### src/rtl/lsu_sram_master.sv
// Load/store unit master for a single-port SRAM with byte-lane masks.
// Define LSU_MISALIGN_SPLIT_EN to split misaligned accesses into two SRAM words.
module lsu_sram_master #(
    parameter int unsigned MAW = 14
) (
    input  logic           i_clk,
    input  logic           i_reset,
    input  logic           i_req_valid,
    output logic           o_req_ready,
    input  logic [31:0]    i_req_addr,
    input  logic           i_req_we,
    input  logic [1:0]     i_req_size,
    input  logic           i_req_unsigned,
    input  logic [31:0]    i_req_wdata,
    output logic           o_rsp_valid,
    input  logic           i_rsp_ready,
    output logic [31:0]    o_rsp_rdata,
    output logic           o_rsp_err,
    output logic [MAW-1:0] o_sram_addr,
    output logic [31:0]    o_sram_wdata,
    output logic           o_sram_cs,
    output logic           o_sram_wren,
    output logic [3:0]     o_sram_bmask,
    input  logic [31:0]    i_sram_rdata
);

`ifdef LSU_MISALIGN_SPLIT_EN
    localparam bit SplitEn = 1'b1;
`else
    localparam bit SplitEn = 1'b0;
`endif

    typedef enum logic [2:0] {
        StIdle, StAcc0, StRd0, StAcc1, StRd1, StResp
    } state_t;

    state_t           state_q;
    logic [1:0]       off_q;
    logic [MAW-1:0]   waddr_q;
    logic             we_q;
    logic [1:0]       size_q;
    logic             uns_q;
    logic [31:0]      wdata_q;
    logic [7:0]       mask_q;
    logic [31:0]      asm_q;

    logic [7:0]       req_mask8;
    logic             req_split;
    logic             req_bad;
    logic [31:0]      req_wdata_rot;
    logic             split_q;
    logic [3:0]       rd_lanes;
    logic [31:0]      asm_nxt;
    logic [31:0]      load_fmt;
    logic             unused_addr_hi;

    function automatic logic [3:0] size_mask(input logic [1:0] sz);
        case (sz)
            2'b00:   return 4'b0001;
            2'b01:   return 4'b0011;
            2'b10:   return 4'b1111;
            default: return 4'b0000;
        endcase
    endfunction

    function automatic logic [31:0] rotl_bytes(input logic [31:0] w, input logic [1:0] off);
        logic [63:0] dbl;
        dbl = {w, w} << {off, 3'b000};
        return dbl[63:32];
    endfunction

    // Lanes from both words never overlap, so one rotate right realigns the whole value.
    function automatic logic [31:0] format_load(input logic [31:0] a, input logic [1:0] off,
                                                input logic [1:0] sz, input logic uns);
        logic [63:0] dbl;
        logic [31:0] r;
        dbl = {a, a} >> {off, 3'b000};
        r   = dbl[31:0];
        case (sz)
            2'b00:   r = {{24{r[7] & ~uns}}, r[7:0]};
            2'b01:   r = {{16{r[15] & ~uns}}, r[15:0]};
            default: r = r;
        endcase
        return r;
    endfunction

    assign unused_addr_hi = ^i_req_addr[31:MAW+2];

    assign req_mask8     = {4'b0000, size_mask(i_req_size)} << i_req_addr[1:0];
    assign req_split     = |req_mask8[7:4];
    assign req_bad       = (i_req_size == 2'b11) || (req_split && !SplitEn);
    assign req_wdata_rot = rotl_bytes(i_req_wdata, i_req_addr[1:0]);
    assign split_q       = |mask_q[7:4];
    assign rd_lanes      = (state_q == StRd1) ? mask_q[7:4] : mask_q[3:0];

    always_comb begin
        asm_nxt = asm_q;
        for (int i = 0; i < 4; i++) begin
            if (rd_lanes[i]) asm_nxt[8*i +: 8] = i_sram_rdata[8*i +: 8];
        end
    end

    assign load_fmt = format_load(asm_nxt, off_q, size_q, uns_q);

    always_ff @(posedge i_clk or posedge i_reset) begin
        if (i_reset) begin
            state_q      <= StIdle;
            off_q        <= '0;
            waddr_q      <= '0;
            we_q         <= 1'b0;
            size_q       <= '0;
            uns_q        <= 1'b0;
            wdata_q      <= '0;
            mask_q       <= '0;
            asm_q        <= '0;
            o_req_ready  <= 1'b0;
            o_rsp_valid  <= 1'b0;
            o_rsp_rdata  <= '0;
            o_rsp_err    <= 1'b0;
            o_sram_addr  <= '0;
            o_sram_wdata <= '0;
            o_sram_cs    <= 1'b0;
            o_sram_wren  <= 1'b0;
            o_sram_bmask <= '0;
        end else begin
            o_sram_cs    <= 1'b0;
            o_sram_wren  <= 1'b0;
            o_sram_addr  <= '0;
            o_sram_wdata <= '0;
            o_sram_bmask <= '0;
            case (state_q)
                StIdle: begin
                    o_req_ready <= 1'b1;
                    if (i_req_valid && o_req_ready) begin
                        o_req_ready <= 1'b0;
                        off_q       <= i_req_addr[1:0];
                        waddr_q     <= i_req_addr[MAW+1:2];
                        we_q        <= i_req_we;
                        size_q      <= i_req_size;
                        uns_q       <= i_req_unsigned;
                        wdata_q     <= req_wdata_rot;
                        mask_q      <= req_mask8;
                        asm_q       <= '0;
                        if (req_bad) begin
                            state_q     <= StResp;
                            o_rsp_valid <= 1'b1;
                            o_rsp_err   <= 1'b1;
                            o_rsp_rdata <= '0;
                        end else begin
                            state_q      <= StAcc0;
                            o_sram_cs    <= 1'b1;
                            o_sram_wren  <= i_req_we;
                            o_sram_addr  <= i_req_addr[MAW+1:2];
                            o_sram_wdata <= req_wdata_rot;
                            o_sram_bmask <= req_mask8[3:0];
                        end
                    end
                end
                StAcc0: begin
                    if (!we_q) begin
                        state_q <= StRd0;
                    end else if (split_q) begin
                        state_q      <= StAcc1;
                        o_sram_cs    <= 1'b1;
                        o_sram_wren  <= 1'b1;
                        o_sram_addr  <= waddr_q + MAW'(1);
                        o_sram_wdata <= wdata_q;
                        o_sram_bmask <= mask_q[7:4];
                    end else begin
                        state_q     <= StResp;
                        o_rsp_valid <= 1'b1;
                    end
                end
                StRd0: begin
                    asm_q <= asm_nxt;
                    if (split_q) begin
                        state_q      <= StAcc1;
                        o_sram_cs    <= 1'b1;
                        o_sram_addr  <= waddr_q + MAW'(1);
                        o_sram_bmask <= mask_q[7:4];
                    end else begin
                        state_q     <= StResp;
                        o_rsp_valid <= 1'b1;
                        o_rsp_rdata <= load_fmt;
                    end
                end
                StAcc1: begin
                    if (we_q) begin
                        state_q     <= StResp;
                        o_rsp_valid <= 1'b1;
                    end else begin
                        state_q <= StRd1;
                    end
                end
                StRd1: begin
                    asm_q       <= asm_nxt;
                    state_q     <= StResp;
                    o_rsp_valid <= 1'b1;
                    o_rsp_rdata <= load_fmt;
                end
                StResp: begin
                    if (i_rsp_ready) begin
                        state_q     <= StIdle;
                        o_rsp_valid <= 1'b0;
                        o_rsp_err   <= 1'b0;
                        o_rsp_rdata <= '0;
                        o_req_ready <= 1'b1;
                    end
                end
                default: state_q <= StIdle;
            endcase
        end
    end

endmodule

### config.mk
export PLATFORM = sky130hd
export DESIGN_NAME = lsu_sram_master
export DESIGN_NICKNAME = d
export VERILOG_FILES = /design/src/rtl/lsu_sram_master.sv
export SDC_FILE = /design/constraint.sdc
export NUM_CORES = 1
export LEC_CHECK = 0
export ABC_AREA = 0
export BUFFER_PORTS_ARGS = -buffer_cell sky130_fd_sc_hd__buf_2
export CORE_AREA = 2 2 220 114
export CTS_BUF_LIST = sky130_fd_sc_hd__clkbuf_4 sky130_fd_sc_hd__clkbuf_8 sky130_fd_sc_hd__clkbuf_16
export CTS_CLUSTER_DIAMETER = 200
export DETAILED_ROUTE_END_ITERATION = 10
export DIE_AREA = 0 0 222 116
export GPL_ROUTABILITY_DRIVEN = 0
export GPL_TIMING_DRIVEN = 0
export PLACE_DENSITY_LB_ADDON = 0.08
export SYNTH_ARGS = -nofsm -noshare
export SYNTH_HDL_FRONTEND = slang
export SYNTH_SLANG_ARGS = --single-unit
### constraint.sdc
create_clock -name i_clk -period 12.7 [get_ports i_clk]
set_input_delay 1.905 -clock i_clk [delete_from_list [all_inputs] [get_ports i_clk]]
set_output_delay 1.905 -clock i_clk [all_outputs]
set_load 0.005 [all_outputs]
==> summary.md <==
### Global routing
- **number of antenna violations at the first check in global routing** 0
- **Tot GR Track Use** 24.5%
- **largest net degree at the start of global routing** 120
- **vias in the first global route** 7,236
- **wire length of the first global-routing pass** 46.2 mm
- **residual overflow from global routing** 0

### Placement
- **count of input and output buffers** 173
- **placed cell count** 1,339
- **DP Wirelength** 23.4 mm

### Worst hold path
- **end of the worst hold path** o_rsp_rdata[20]
- **worst hold path type** flop to flop
- **startpoint of the tightest hold check path** o_rsp_rdata[20]
- **hold path cells** 2

### Worst setup path
- **endpoint required time on the critical path** 13,080 ps
- **largest fanout on the critical path** 10
- **R2R depth** 9
- **launching point of the worst reg2reg path** state_q[2]
- **launching element type of the critical path** input pin
- **Reg2Reg Capture Point** o_rsp_rdata[17]
- **Worst Path Arrival** 4520 ps
- **Worst setup EP type** flop
- **reg-to-reg slack, setup** 9570 ps
- **type of the setup path with the least slack** input pin to flop

### Yosys
- **average size of a mapped cell** 11.0 sq um
- **flops & latches, synth** 181
- **syn_nets** 958
- **number of warnings reported in the yosys synthesis log** 0
- **post-synth top area share** 48.3%
- **post-synthesis sequential area ratio** 48.3%
- **fraction of synthesized area in multiplexers** 16.0%
- **Synth Area in XOR/XNOR** 1.21%
- **Post-Synthesis Cell Area** 9380 sq um
- **ys flop type** sky130_fd_sc_hd__dfrtp_1
- **library cell with the largest summed area after synthesis** sky130_fd_sc_hd__dfrtp_1
- **main combinational cell family by area after synthesis** compound AO/OA/AOI/OAI gates
- **area fraction in compound gates after synthesis** 18.5%
- **synthesized-area fraction occupied by and/or/nand/nor cells** 12.5%
- **cells after synthesis** 850
- **count of cell types in the netlist** 57
- **Synth async-reset ratio** 100%
- **count of flip-flops with a built-in enable after synthesis** 0
- **share of synthesized cell area in full adder, half adder and majority cells** 0.534%
- **leading post-synthesis cells by cell area** sky130_fd_sc_hd__dfrtp_1, sky130_fd_sc_hd__mux4_2, sky130_fd_sc_hd__a22o_1

### Floorplanning
- **IO Count** 191
- **area of the die** 25,800 sq um
- **count of standard-cell rows** 40
- **overall die height** 116 um
- **core area** 23,700 sq um
- **die extent in x** 222 um
- **Starting Density** 39.6%

### Routing
- **average wire per standard cell** 22.2 um
- **Via-to-Cell Ratio** 5.66
- **initial drt markers** 933
- **top sig layer** met4
- **met2 wirelength from detailed routing** 10.4 mm
- **total iterations of the first detailed-routing run** 5
- **DR WL met3** 3.23 mm
- **wire length reported by the detailed router** 30.4 mm
- **DRT antenna net count** 0
- **Remaining DRCs** 0
- **met1 wire length** 16.6 mm
- **detailed-route via count** 7,760

### Final layout
- **post-route insts no fill** 1,371
- **antenna diode instance count** 0
- **final net count** 1,151
- **signed area change from the synthesized netlist to the final layout** 20.7%
- **fill count** 2,245
- **share of final-layout standard cells stronger than drive strength 1** 26.6%

### Clock network
- **TritonCTS Buffers** 17
- **total of cells resized after clock tree synthesis** 0
- **CTS Root Buffer Type** sky130_fd_sc_hd__clkbuf_16
- **TritonCTS clock tree** built
- **clock edge transition at the registers on the reported setup and hold paths** 70 ps
- **total of hold buffers inserted after clock tree synthesis** 0
- **Max Buffers Root-to-Sink** 2
- **number of sinks on the clock net** 181
- **H-Tree Level Count** 4
- **total setup buffers inserted after CTS** 0
- **clock latency reported for the late side of the worst-skew pair** 450 ps

### Power
- **areal power density over the cells** 236 nW/um^2
- **static leakage** 0.00562 uW
- **Max IR drop VDD** 80.8 uV

### STA
- **Least-Margin Pin Slew** 875 ps
- **clock skew after layout** 10.4 ps
- **total setup violations reported at the end of the flow** 0
- **timing-limited maximum frequency** 0.241 GHz
- **final-layout setup total negative slack** 0 ps
- **total count of hold-check failures in the final report** 0
- **Tmin final** 4140 ps
- **relative slew slack** 41.2%
- **RSZ-0062 raised after global routing** no
- **final number of max-transition violations** 0
- **share of the cycle needed by the critical path after routing** 32.6%

### Run status
- **run status** finished, final reports clean

### Run
- **maximum capacitance violations** 0

[kinds of logic after synthesis]
family,Yosys count
compound gates,236
xor+xnor,13
fa+ha+maj,4
buf+inv,69
flops,181
mux,90
simple gates,257
[cell type report]
type	count	area, sq um	area share (%)
Inverter	10	45.0	0.398
Tap cell	315	394	3.48
Clock buffer	21	474	4.19
Multi-Input combinational cell	600	4570	40.4
Timing Repair Buffer	174	893	7.89
Buffer	59	240	2.12
Sequential cell	181	4530	40.0
Clock inverter	11	174	1.54
[synthesized netlist by cell type (2+ instances only)]
cell type,n
sky130_fd_sc_hd__ha_1,4
sky130_fd_sc_hd__buf_2,3
sky130_fd_sc_hd__mux2i_1,39
sky130_fd_sc_hd__nand2_1,126
sky130_fd_sc_hd__and3_1,6
sky130_fd_sc_hd__inv_1,8
sky130_fd_sc_hd__or2_2,2
sky130_fd_sc_hd__a31oi_1,2
sky130_fd_sc_hd__mux4_2,46
sky130_fd_sc_hd__buf_4,2
sky130_fd_sc_hd__nand3_1,24
sky130_fd_sc_hd__o21ai_2,10
sky130_fd_sc_hd__a211o_1,8
sky130_fd_sc_hd__a211oi_1,2
sky130_fd_sc_hd__a22oi_1,23
sky130_fd_sc_hd__nand2b_1,7
sky130_fd_sc_hd__and2_1,32
sky130_fd_sc_hd__xor2_1,8
sky130_fd_sc_hd__o221ai_1,4
sky130_fd_sc_hd__nor3_1,12
sky130_fd_sc_hd__o31ai_1,6
sky130_fd_sc_hd__buf_1,6
sky130_fd_sc_hd__o21ai_0,48
sky130_fd_sc_hd__nor2b_1,2
sky130_fd_sc_hd__xnor2_1,5
sky130_fd_sc_hd__nor2_1,37
sky130_fd_sc_hd__dfrtp_1,181
sky130_fd_sc_hd__clkbuf_1,47
sky130_fd_sc_hd__a21o_1,39
sky130_fd_sc_hd__a21oi_1,18
sky130_fd_sc_hd__a22o_1,57
sky130_fd_sc_hd__mux2i_2,2
sky130_fd_sc_hd__mux2_2,2
sky130_fd_sc_hd__nor3b_1,3
sky130_fd_sc_hd__o22ai_1,7
[flip-flops by register name (all words and copies together), names as in the netlist]
signal	cells
o_sram_cs	1
o_rsp_rdata	32
o_sram_bmask	4
size_q	2
we_q	1
o_sram_wdata	32
state_q	3
uns_q	1
o_rsp_err	1
asm_q	32
o_sram_wren	1
o_sram_addr	14
waddr_q	14
wdata_q	32
off_q	2
mask_q	7
o_req_ready	1
o_rsp_valid	1
[critical path, stage by stage]
cell and delay, ps:
sky130_fd_sc_hd__buf_2 90, sky130_fd_sc_hd__inv_1 60, sky130_fd_sc_hd__ha_1 310, sky130_fd_sc_hd__nand2b_1 160, sky130_fd_sc_hd__a32o_1 290, sky130_fd_sc_hd__o211a_1 400, sky130_fd_sc_hd__nor2_1 500, sky130_fd_sc_hd__clkbuf_1 450
sky130_fd_sc_hd__nand3_1 210, sky130_fd_sc_hd__o21ai_2 150
[per-stage QoR]
stage	total power [uW]	hold slack (ps)	utilization, %	cell area (sq um)	setup slack [ps]
2_1_floorplan	1650	450	-	9380	5880
3_3_place_gp	2060	459	44.9	10600	3470
3_5_place_dp	2060	461	45.1	10700	8140
4_1_cts	2660	476	47.8	11300	8630
5_1_grt	2840	487	47.8	11300	8370
6_report	2670	469	47.8	11300	8560
[power breakdown]
part | leakage, uW | total, uW | internal (uW) | switching [uW]
combinational | 0.00290 | 1180 | 461 | 717
sequential | 0.00240 | 903 | 773 | 131
clock | 0.000309 | 586 | 348 | 239
total | 0.00562 | 2670 | 1580 | 1090
[layout by cell type (no fill, tap or decap), types with 10 or more instances in the layout]
master / synthesis / layout
sky130_fd_sc_hd__a21o_1: 39 / 39
sky130_fd_sc_hd__a22oi_1: 23 / 23
sky130_fd_sc_hd__o21ai_2: 10 / 10
sky130_fd_sc_hd__nand3_1: 24 / 24
sky130_fd_sc_hd__dfrtp_1: 181 / 181
sky130_fd_sc_hd__clkbuf_16: 0 / 17
sky130_fd_sc_hd__nand2_1: 126 / 126
sky130_fd_sc_hd__buf_2: 3 / 176
sky130_fd_sc_hd__o21ai_0: 48 / 48
sky130_fd_sc_hd__and2_1: 32 / 32
sky130_fd_sc_hd__mux4_2: 46 / 46
sky130_fd_sc_hd__clkbuf_1: 47 / 47
sky130_fd_sc_hd__mux2i_1: 39 / 39
sky130_fd_sc_hd__a22o_1: 57 / 57
sky130_fd_sc_hd__nor2_1: 37 / 37
sky130_fd_sc_hd__nor3_1: 12 / 12
sky130_fd_sc_hd__a21oi_1: 18 / 18
[per-layer routing]
| metal | GRT usage, % | vias to the layer above |
|---|---|---|
| met4 | 3.96 | 0 |
| met3 | 8.75 | 11 |
| li1 | - | 3518 |
| met2 | 27.1 | 321 |
| met5 | 0 | - |
| met1 | 42.2 | 3910 |
[worst max-delay path by stage]
stage / from / slack (ps) / endpoint / depth (start not counted)
2_1_floorplan: i_reset / 5880 / asm_q[0] / 1
3_3_place_gp: i_reset / 3470 / o_sram_wdata[10] / 2
3_5_place_dp: i_req_addr[1] / 8140 / mask_q[3] / 6
6_report: i_req_size[0] / 8560 / o_rsp_rdata[20] / 10
5_1_grt: i_req_addr[1] / 8370 / o_rsp_rdata[20] / 8
4_1_cts: i_req_addr[1] / 8630 / mask_q[3] / 6
Power figures use the tool's default switching activity.
